<file path="src/rtl/calc_pkg.sv">
// Shared definitions for the calculator display path: digit codes,
// scan geometry, controller state encoding and BCD helper functions.
package calc_pkg;

  // Digit code understood by the seven-segment decoder as a minus sign.
  localparam logic [3:0] DIG_MINUS = 4'd10;

  // Number of multiplexed display positions (ones, tens, hundreds, sign).
  localparam int NUM_DIGITS = 4;

  // One shift-add-3 iteration per magnitude bit.
  localparam logic [3:0] BCD_ITERS = 4'd8;

  // Anode pattern driven for a position that shows nothing.
  localparam logic [NUM_DIGITS-1:0] AN_BLANK = '1;

  // Conversion controller states.
  typedef enum logic [1:0] {
    IDLE    = 2'd0,
    CONVERT = 2'd1,
    COMMIT  = 2'd2
  } state_e;

  // Double-dabble correction: every BCD nibble that is 5 or more gets 3
  // added so that the following left shift carries correctly into the
  // next decade.
  function automatic logic [11:0] bcd_adjust(input logic [11:0] b);
    logic [11:0] r;
    r = b;
    for (int i = 0; i < 3; i++) begin
      if (b[i*4 +: 4] >= 4'd5) begin
        r[i*4 +: 4] = b[i*4 +: 4] + 4'd3;
      end
    end
    return r;
  endfunction

  // Active-low one-hot anode enable for a scan position.
  function automatic logic [NUM_DIGITS-1:0] anode_for(input logic [1:0] idx);
    logic [NUM_DIGITS-1:0] onehot;
    onehot = '0;
    onehot[idx] = 1'b1;
    return ~onehot;
  endfunction

endpackage

</file>
<file path="src/rtl/bin2bcd_seq.sv">
// Sequential binary-to-BCD converter (shift-add-3), one bit per clock.
// start_i loads the magnitude and clears the BCD accumulator on the same
// edge; the following eight edges each perform one adjust-and-shift.
// done_o is high during the cycle whose closing edge performs the final
// iteration, so bcd_o holds the finished result from the next cycle on.
import calc_pkg::*;

module bin2bcd_seq (
  input  logic        clk,
  input  logic        rst_n,
  input  logic        start_i,
  input  logic [7:0]  mag_i,
  output logic        done_o,
  output logic [11:0] bcd_o
);

  // {bcd[11:0], remaining magnitude bits[7:0]} shifted as one word.
  logic [19:0] shift_q;
  logic [19:0] shift_d;
  logic [3:0]  cnt_q;
  logic [11:0] adj;

  // One double-dabble step on the current working word.
  always_comb begin
    adj     = bcd_adjust(shift_q[19:8]);
    shift_d = {adj, shift_q[7:0]} << 1;
  end

  // Load on start, then iterate while the iteration counter is nonzero.
  always_ff @(posedge clk or negedge rst_n) begin
    if (!rst_n) begin
      shift_q <= '0;
      cnt_q   <= '0;
    end else if (start_i) begin
      shift_q <= {12'd0, mag_i};
      cnt_q   <= BCD_ITERS;
    end else if (cnt_q != 4'd0) begin
      shift_q <= shift_d;
      cnt_q   <= cnt_q - 4'd1;
    end
  end

  assign done_o = (cnt_q == 4'd1);
  assign bcd_o  = shift_q[19:8];

endmodule

</file>
<file path="src/rtl/display_scanner.sv">
// Front end of the seven-segment display: captures a signed result,
// converts it to sign plus three BCD digits, commits it atomically to the
// display registers, and time-multiplexes four positions onto one digit
// code with active-low anode enables. Leading zeros and a positive sign
// are blanked; blank positions drive all anodes off and code 0.
import calc_pkg::*;

module display_scanner #(
  parameter int REFRESH_DIV = 50000,
  parameter int WIDTH       = 8
) (
  input  logic             clk,
  input  logic             rst_n,
  input  logic [WIDTH-1:0] value_i,
  input  logic             load_i,
  output logic             busy_o,
  output logic [3:0]       digit_o,
  output logic [3:0]       an_o
);

  localparam int CNT_W = (REFRESH_DIV > 1) ? $clog2(REFRESH_DIV) : 1;
  localparam logic [CNT_W-1:0] CNT_LAST = CNT_W'(REFRESH_DIV - 1);

  // Controller state and the sign captured with the pending value.
  state_e state_q;
  logic   busy_q;
  logic   neg_q;

  // Currently displayed value.
  logic        disp_neg_q;
  logic [11:0] disp_bcd_q;
  logic        disp_neg_d;
  logic [11:0] disp_bcd_d;

  // Scan timing and registered outputs.
  logic [CNT_W-1:0] ref_cnt_q;
  logic [CNT_W-1:0] ref_cnt_d;
  logic [1:0]       idx_q;
  logic [1:0]       idx_d;
  logic [3:0]       an_q;
  logic [3:0]       an_d;
  logic [3:0]       digit_q;
  logic [3:0]       digit_d;

  // Converter interface.
  logic        start;
  logic [7:0]  mag;
  logic        conv_done;
  logic [11:0] conv_bcd;
  logic        commit;

  // A load is only accepted while idle; -128 maps to magnitude 128.
  always_comb begin
    start = (state_q == IDLE) && load_i;
    mag   = value_i[WIDTH-1] ? (~value_i + 8'd1) : value_i;
  end

  bin2bcd_seq u_bin2bcd (
    .clk     (clk),
    .rst_n   (rst_n),
    .start_i (start),
    .mag_i   (mag),
    .done_o  (conv_done),
    .bcd_o   (conv_bcd)
  );

  // Capture, wait for the converter, then commit sign and digits together.
  always_ff @(posedge clk or negedge rst_n) begin
    if (!rst_n) begin
      state_q    <= IDLE;
      busy_q     <= 1'b0;
      neg_q      <= 1'b0;
      disp_neg_q <= 1'b0;
      disp_bcd_q <= '0;
    end else begin
      case (state_q)
        IDLE: begin
          if (load_i) begin
            neg_q   <= value_i[WIDTH-1];
            state_q <= CONVERT;
            busy_q  <= 1'b1;
          end
        end
        CONVERT: begin
          if (conv_done) begin
            state_q <= COMMIT;
          end
        end
        COMMIT: begin
          disp_neg_q <= neg_q;
          disp_bcd_q <= conv_bcd;
          state_q    <= IDLE;
          busy_q     <= 1'b0;
        end
        default: begin
          state_q <= IDLE;
          busy_q  <= 1'b0;
        end
      endcase
    end
  end

  // Next scan position and the display contents it will show, so the
  // registered anode and digit always match the index and committed value.
  always_comb begin
    ref_cnt_d = ref_cnt_q + CNT_W'(1);
    idx_d     = idx_q;
    if (ref_cnt_q == CNT_LAST) begin
      ref_cnt_d = '0;
      idx_d     = idx_q + 2'd1;
    end
    commit     = (state_q == COMMIT);
    disp_neg_d = commit ? neg_q    : disp_neg_q;
    disp_bcd_d = commit ? conv_bcd : disp_bcd_q;
  end

  // Select the digit code and anode for the upcoming position, blanking
  // leading zeros and a positive sign.
  always_comb begin
    an_d    = AN_BLANK;
    digit_d = 4'd0;
    case (idx_d)
      2'd0: begin
        an_d    = anode_for(2'd0);
        digit_d = disp_bcd_d[3:0];
      end
      2'd1: begin
        if (disp_bcd_d[11:4] != 8'd0) begin
          an_d    = anode_for(2'd1);
          digit_d = disp_bcd_d[7:4];
        end
      end
      2'd2: begin
        if (disp_bcd_d[11:8] != 4'd0) begin
          an_d    = anode_for(2'd2);
          digit_d = disp_bcd_d[11:8];
        end
      end
      default: begin
        if (disp_neg_d) begin
          an_d    = anode_for(2'd3);
          digit_d = DIG_MINUS;
        end
      end
    endcase
  end

  // Free-running refresh counter, scan index and output registers.
  always_ff @(posedge clk or negedge rst_n) begin
    if (!rst_n) begin
      ref_cnt_q <= '0;
      idx_q     <= 2'd0;
      an_q      <= anode_for(2'd0);
      digit_q   <= 4'd0;
    end else begin
      ref_cnt_q <= ref_cnt_d;
      idx_q     <= idx_d;
      an_q      <= an_d;
      digit_q   <= digit_d;
    end
  end

  assign busy_o  = busy_q;
  assign an_o    = an_q;
  assign digit_o = digit_q;

endmodule

</file>
<file path="config.mk">
export PLATFORM = sky130hd
export DESIGN_NAME = display_scanner
export DESIGN_NICKNAME = d
export VERILOG_FILES = /design/src/rtl/calc_pkg.sv /design/src/rtl/bin2bcd_seq.sv /design/src/rtl/display_scanner.sv
export SDC_FILE = /design/constraint.sdc
export NUM_CORES = 1
export LEC_CHECK = 0
export CAP_MARGIN = 20
export CORE_MARGIN = 2
export CORE_UTILIZATION = 57
export DETAILED_ROUTE_END_ITERATION = 8
export GPL_ROUTABILITY_DRIVEN = 0
export PLACE_DENSITY = 0.77
export SYNTH_ARGS = -nofsm -noshare
export SYNTH_HDL_FRONTEND = slang
export SYNTH_SLANG_ARGS = --single-unit
export TNS_END_PERCENT = 20
</file>
<file path="constraint.sdc">
create_clock -name clk -period 2.6 [get_ports clk]
set_input_delay 0.39 -clock clk [delete_from_list [all_inputs] [get_ports clk]]
set_output_delay 0.39 -clock clk [all_outputs]
set_load 0.02 [all_outputs]
</file>
After elaboration in Yosys (flattened, before gate mapping)
Index checks and enable logic that the tools add are counted.
{"block": "totals", "register_bits": 67, "elab_cells": 66}
{"block": "classes", "n_mux": 25, "n_lt_le_gt_ge": 3, "addsub": 7, "n_eq_ne": 8, "bitwise": 2, "n_reduce_logical": 10}
{"op": "2-to-1 mux 20 bit", "count": 2}
{"op": "2-to-1 mux 4 bit", "count": 8}
{"op": "one-hot mux 4 bit (3 select lines)", "count": 2}
{"op": "adder 16 x 1 -> 16 bit, second input constant", "count": 1}
{"op": "== test 16 bit, second input constant", "count": 1}
{"op": "2-to-1 mux 16 bit", "count": 1}
{"op": "greater-or-equal comparator 4 x 3 -> 1 bit, second input constant", "count": 3}
{"op": "2-to-1 mux 12 bit", "count": 1}
{"op": "adder 4 x 2 -> 4 bit, second input constant", "count": 2}
{"op": "adder 8 x 1 -> 8 bit, second input constant", "count": 1}
{"op": "2-to-1 mux 2 bit", "count": 4}
{"op": "2-to-1 mux 8 bit", "count": 1}
{"op": "NOT 8 bit", "count": 1}
{"op": "nonzero test 4 bit", "count": 2}
{"op": "nonzero test 8 bit", "count": 1}
{"op": "2-to-1 mux 3 bit", "count": 2}
{"op": "AND reduction 2 bit", "count": 3}
{"op": "== test 2 x 1 -> 1 bit, second input constant", "count": 2}
{"op": "== test 2 bit, second input constant", "count": 2}
{"op": "== test 4 x 1 -> 1 bit, second input constant", "count": 1}
{"op": "zero test 2 bit", "count": 2}
{"op": "!= test 2 bit, second input constant", "count": 2}
{"op": "one-hot mux 2 bit (2 select lines)", "count": 1}
{"op": "subtractor 4 x 1 -> 4 bit, second input constant", "count": 1}
{"op": "7 further kinds", "count": 8}

Depth between registers and ports, before layout
{"block": "logic_depth", "word_depth": 5, "mapped_depth": 7, "ltp_nobuf": 7}

By module
From an unflattened synthesis, not the netlist that was laid out.
{"block": "hier_totals", "hier_cells": 377, "area_unflattened_um2": 3683.5}
{"mod": "display_scanner", "cells_per_inst": 213, "n_inst": 1, "area_each_um2": 2150.8}
{"mod": "bin2bcd_seq", "cells_per_inst": 164, "n_inst": 1, "area_each_um2": 1532.7}

Least setup slack after synthesis
No wires, ideal clock.
{"block": "synth_timing", "path_type": "register -> register", "startpoint": "register ref_cnt_q[11]", "endpoint": "register digit_q[1] (netlist: digit_o[1])", "path_stages_with_launch": 6, "t_arrival_ns": 1.962, "setup_ns": 0.086, "synth_period_minus_slack_ns": 2.048, "path_slack_ns": 0.552, "t_required_ns": 2.514, "path_buffers": 1, "path_cell_list": "dfrtp_1 -> or4b_4 -> nor4_4 -> clkbuf_1 -> o211ai_1 -> a32oi_1"}
{"block": "synth_between", "elab_chain_cells": 4, "word_cells_on_any_way": 6}
{"item": "from (decl)", "line_no": "display_scanner.sv:36", "text": "logic [CNT_W-1:0] ref_cnt_q;"}
{"item": "from (signal assigned)", "line_no": "display_scanner.sv:156", "text": "ref_cnt_q <= ref_cnt_d;"}
{"item": "== test 16 bit (*)", "line_no": "display_scanner.sv:108", "text": "if (ref_cnt_q == CNT_LAST) begin"}
{"item": "2-to-1 mux 2 bit (*)", "line_no": "display_scanner.sv:108"}
{"item": "== test 2 bit, or another cell as far along", "line_no": "display_scanner.sv:122", "text": "case (idx_d)"}
{"item": "one-hot mux 4 bit (3 select lines) (*)", "line_no": "display_scanner.sv:122"}
{"item": "net digit_d[1]", "line_no": "display_scanner.sv:43", "text": "logic [3:0] digit_d;"}
{"item": "to (signal assigned)", "line_no": "display_scanner.sv:159", "text": "digit_q <= digit_d;"}
{"item": "to (decl)", "line_no": "display_scanner.sv:42", "text": "logic [3:0] digit_q;"}
Mark *: on every way through the listed nets, which the timed path passes. The rest lies on a longest branch.
A chain may end at the register's enable or synchronous reset.

Worst setup path in the final report
{"block": "layout_timing", "startpoint": "register ref_cnt_q[11]", "endpoint": "register digit_q[3] (netlist: digit_o[3])"}
Same word-level chain as after synthesis.

==> impl_metrics.yaml <==
status:
  outcome: "complete, no violations"
timing:
  finClkSkew_ns: 0.0127
  post-route-period-util_pct: 80.4
  unrepaired_setup_endpoints_after_global_routing: "false"
  timing.final.hold_violations: 0
  tightest_slew_ns: 0.828
  setup-tns-final_ns: 0
  clock.fmax_mhz: 479
  maxSlewHeadroom_pct: 44.8
  drv_slew: 0
  min_period_ns: 2.09
  timing.final.setup_violations: 0
  worst_slack_ns: 0.511
cts:
  cts_setup_buffers: 0
  clock_slew_at_reported_path_ffs_ns: 0.07
  clock_sinks: 67
  cts_buffers: 9
  cts_htree_levels: 3
  post_cts_sizing_count: 0
  cts_tree: "yes"
  cts_hold_repair.buffers: 0
  clock_latency_ns: 0.33
  cts_root_buf: "sky130_fd_sc_hd__clkbuf_8"
  clockBufferDepth: 2
critical_path:
  reg2regPathDepth: 5
  path_cells: "or4b_4 > nor4_1 > xnor2_1 > mux2i_1 > a21oi_1"
  critical_path_required_ns: 2.79
  worst-path-buf-inv: 0
  critical_path.max_stage_delay_ns: 0.57
  crit-reg2reg-launch: "ref_cnt_q[11]"
  reg2reg_setup_slack_ns: 0.51
  setup.worst_path.end_class: "flip-flop"
  critPathLaunchType: "flip-flop"
  crit_path_top_delay_cell: "sky130_fd_sc_hd__or4b_4"
  cpLargestDelayFamily: "simple AND/OR/NAND/NOR gates"
  worst_r2r_endpoint: "digit_o[3]"
  crit_type: "reg -> reg"
  worst-path-max-fanout: 5
  cp_data_arrival_time_ns: 2.28
global_routing:
  grt_start_max_net_pins: 68
  global_route.usage.total_pct: 21.3
  wire_length_of_the_first_global_routing_pass_um: 10500
  number_of_global_route_vias_before_repair: 2299
  grt_antenna_before_repair: 0
  grt_overflow_total: 0
power:
  share_clk_of_total_power_pct: 23.8
  pwr-share-comb_pct: 33.7
  peakVddDrop_uv: 523
  leakage_nw: 1.78
  power_frac_seq_pct: 42.4
  swShare_pct: 34.3
  p_switching_w: 0.00128
  cell_internal_pwr_w: 0.00244
  power_density_nw_per_um2: 974
routing:
  post_drt_wl_per_cell_um: 13.9
  drc_marker_count_from_the_first_detailed_route_iteration: 156
  drt_drc_violations_left: 0
  residual_antenna_violating_net_count_after_detailed_routing: 0
  routed_via_density: 5.51
  drt-pass1-iter-count: 4
  drt-total-wl_um: 6150
  route.vias.total: 2434
synth:
  synthFlopType: "sky130_fd_sc_hd__dfrtp_1"
  ys_async_rst_share_pct: 100
  synth.top_cell.area_share_pct: 48.0
  synthesis.nets: 364
  synth.lib_cells_used.distinct: 42
  synthDominantAreaCellType: "sky130_fd_sc_hd__dfrtp_1"
  synth.cell_area_sq_um: 3340
  synth_edf_count: 0
  ys_seq_elements: 67
  synthCells: 342
  post_synth_main_area_contributors: "sky130_fd_sc_hd__dfrtp_1 48%, sky130_fd_sc_hd__xnor2_1 5.5%, sky130_fd_sc_hd__nand2_1 4.7%"
  synth_area_per_cell_sq_um: 9.75
  ys.warnings.count: 0
  synth.yosys.seq_area_share_pct: 50.4
floorplanning:
  core_footprint_sq_um: 5570
  dieWidth_um: 80.5
  floorplan.initialDensity_pct: 59.8
  die-height_um: 80.5
  boundaryPins: 20
  dieArea_sq_um: 6480
  floorplan.rows: 27
hold_path:
  hold_path_class: "in -> async"
final_layout:
  layout.cells.most_common_list: "64 x sky130_fd_sc_hd__dfrtp_1, 42 x sky130_fd_sc_hd__nand2_1, 27 x sky130_fd_sc_hd__nor2_1"
  fill_cells: 432
  layout-area-overhead-vs-synth_pct: 14.4
  final_common_cell: "sky130_fd_sc_hd__dfrtp_1"
  drive_above_1_share_pct: 9.46
  n_antenna_cell: 0
  total_number_of_nets_in_the_final_design: 387
flow_run:
  drv_cap: 0
placement:
  io_port_bufs: 19
  dp.final_hpwl_um: 4290
  post-place-ws_ns: 0.517
==> worst reg2reg max path: stages (launching register included) <==
cell                      delay [ns]
sky130_fd_sc_hd__dfrtp_1        0.43
sky130_fd_sc_hd__or4b_4         0.57
sky130_fd_sc_hd__nor4_1         0.35
sky130_fd_sc_hd__xnor2_1        0.27
sky130_fd_sc_hd__mux2i_1        0.25
sky130_fd_sc_hd__a21oi_1        0.09
==> flip-flops by register name (all words and copies together), names as in the netlist <==
register / flops
disp_neg_q: 1
neg_q: 1
idx_q: 2
state_q: 2
disp_bcd_q: 12
u_bin2bcd.cnt_q: 4
ref_cnt_q: 16
digit_o: 4
busy_o: 1
an_o: 4
u_bin2bcd.shift_q: 20
==> power groups by stage <==
| stage | logic, W | registers, W | clock network (W) |
|---|---|---|---|
| after floorplan | 0.000925 | 0.00156 | 0 |
| after global placement | 0.00122 | 0.00158 | 0 |
| after detailed placement | 0.00126 | 0.00159 | 0 |
| after CTS | 0.00127 | 0.00158 | 0.000908 |
| after global routing | 0.00143 | 0.00162 | 0.000962 |
| final | 0.00125 | 0.00158 | 0.000885 |
==> how the worst max path moves through the flow <==
| stage | slack, ns | startpoint | cells past startpoint | end |
|---|---|---|---|---|
| final | 0.51 | ref_cnt_q[11] | 5 | digit_o[3] |
| after global routing | 0.38 | ref_cnt_q[5] | 6 | digit_o[2] |
| after CTS | 0.49 | ref_cnt_q[11] | 5 | digit_o[3] |
| after detailed placement | 0.52 | ref_cnt_q[11] | 5 | digit_o[3] |
| after global placement | 0.56 | ref_cnt_q[5] | 5 | digit_o[3] |
| after floorplan | 0.55 | ref_cnt_q[11] | 5 | digit_o[1] |
==> cell families after synthesis <==
| group | after synthesis | share of synthesized area (%) |
|---|---|---|
| and+or+nand+nor | 127 | 19.0 |
| DFF | 67 | 50.4 |
| AOI/OAI and AO/OA | 53 | 9.30 |
| buffers and inverters | 39 | 4.50 |
| xor gates and xnor gates | 28 | 7.35 |
| muxes | 17 | 5.33 |
| adders and majority gates | 11 | 4.13 |
==> final cells by class <==
type / instances / area (sq um) / area share, %
Clock buffer: 14 / 173 / 4.53
Clock inverter: 2 / 35.0 / 0.918
Inverter: 25 / 93.8 / 2.46
Multi-Input combinational cell: 236 / 1510 / 39.5
Sequential cell: 67 / 1680 / 44.0
Tap cell: 72 / 90.1 / 2.36
Timing Repair Buffer: 26 / 238 / 6.23
==> stage by stage <==
stage	instance area, sq um	instances	hold WS, ns	util [%]	total power, W
4_1_cts	3810	442	0.266	68.4	0.00375
3_3_place_gp	3610	426	0.465	64.7	0.00281
6_report	3810	442	0.233	68.4	0.00372
3_5_place_dp	3610	426	0.479	64.7	0.00285
5_1_grt	3810	442	0.320	68.4	0.00402
2_1_floorplan	3340	342	0.0944	-	0.00249
==> routing by layer <==
metal	wire length (um)	share of wire [%]	GRT usage [%]	vias up
met5	0	0	0	-
met4	131	2.1	11.0	0
met3	217	3.5	3.48	12
met2	2900	47	32.8	54
met1	2900	47	29.0	1159
li1	-	-	-	1209
==> Yosys cell counts (7+ instances only) <==
library cell               count
sky130_fd_sc_hd__dfrtp_1      64
sky130_fd_sc_hd__ha_1         11
sky130_fd_sc_hd__nor2_1       27
sky130_fd_sc_hd__inv_1        24
sky130_fd_sc_hd__nand3_1      13
sky130_fd_sc_hd__xnor2_1      21
sky130_fd_sc_hd__xor2_1        7
sky130_fd_sc_hd__clkbuf_1     11
sky130_fd_sc_hd__nand2_1      42
sky130_fd_sc_hd__a21oi_1      19
sky130_fd_sc_hd__mux2i_1      11
sky130_fd_sc_hd__o21ai_0      13
sky130_fd_sc_hd__nor3_1       11
Power figures use the tool's default switching activity.
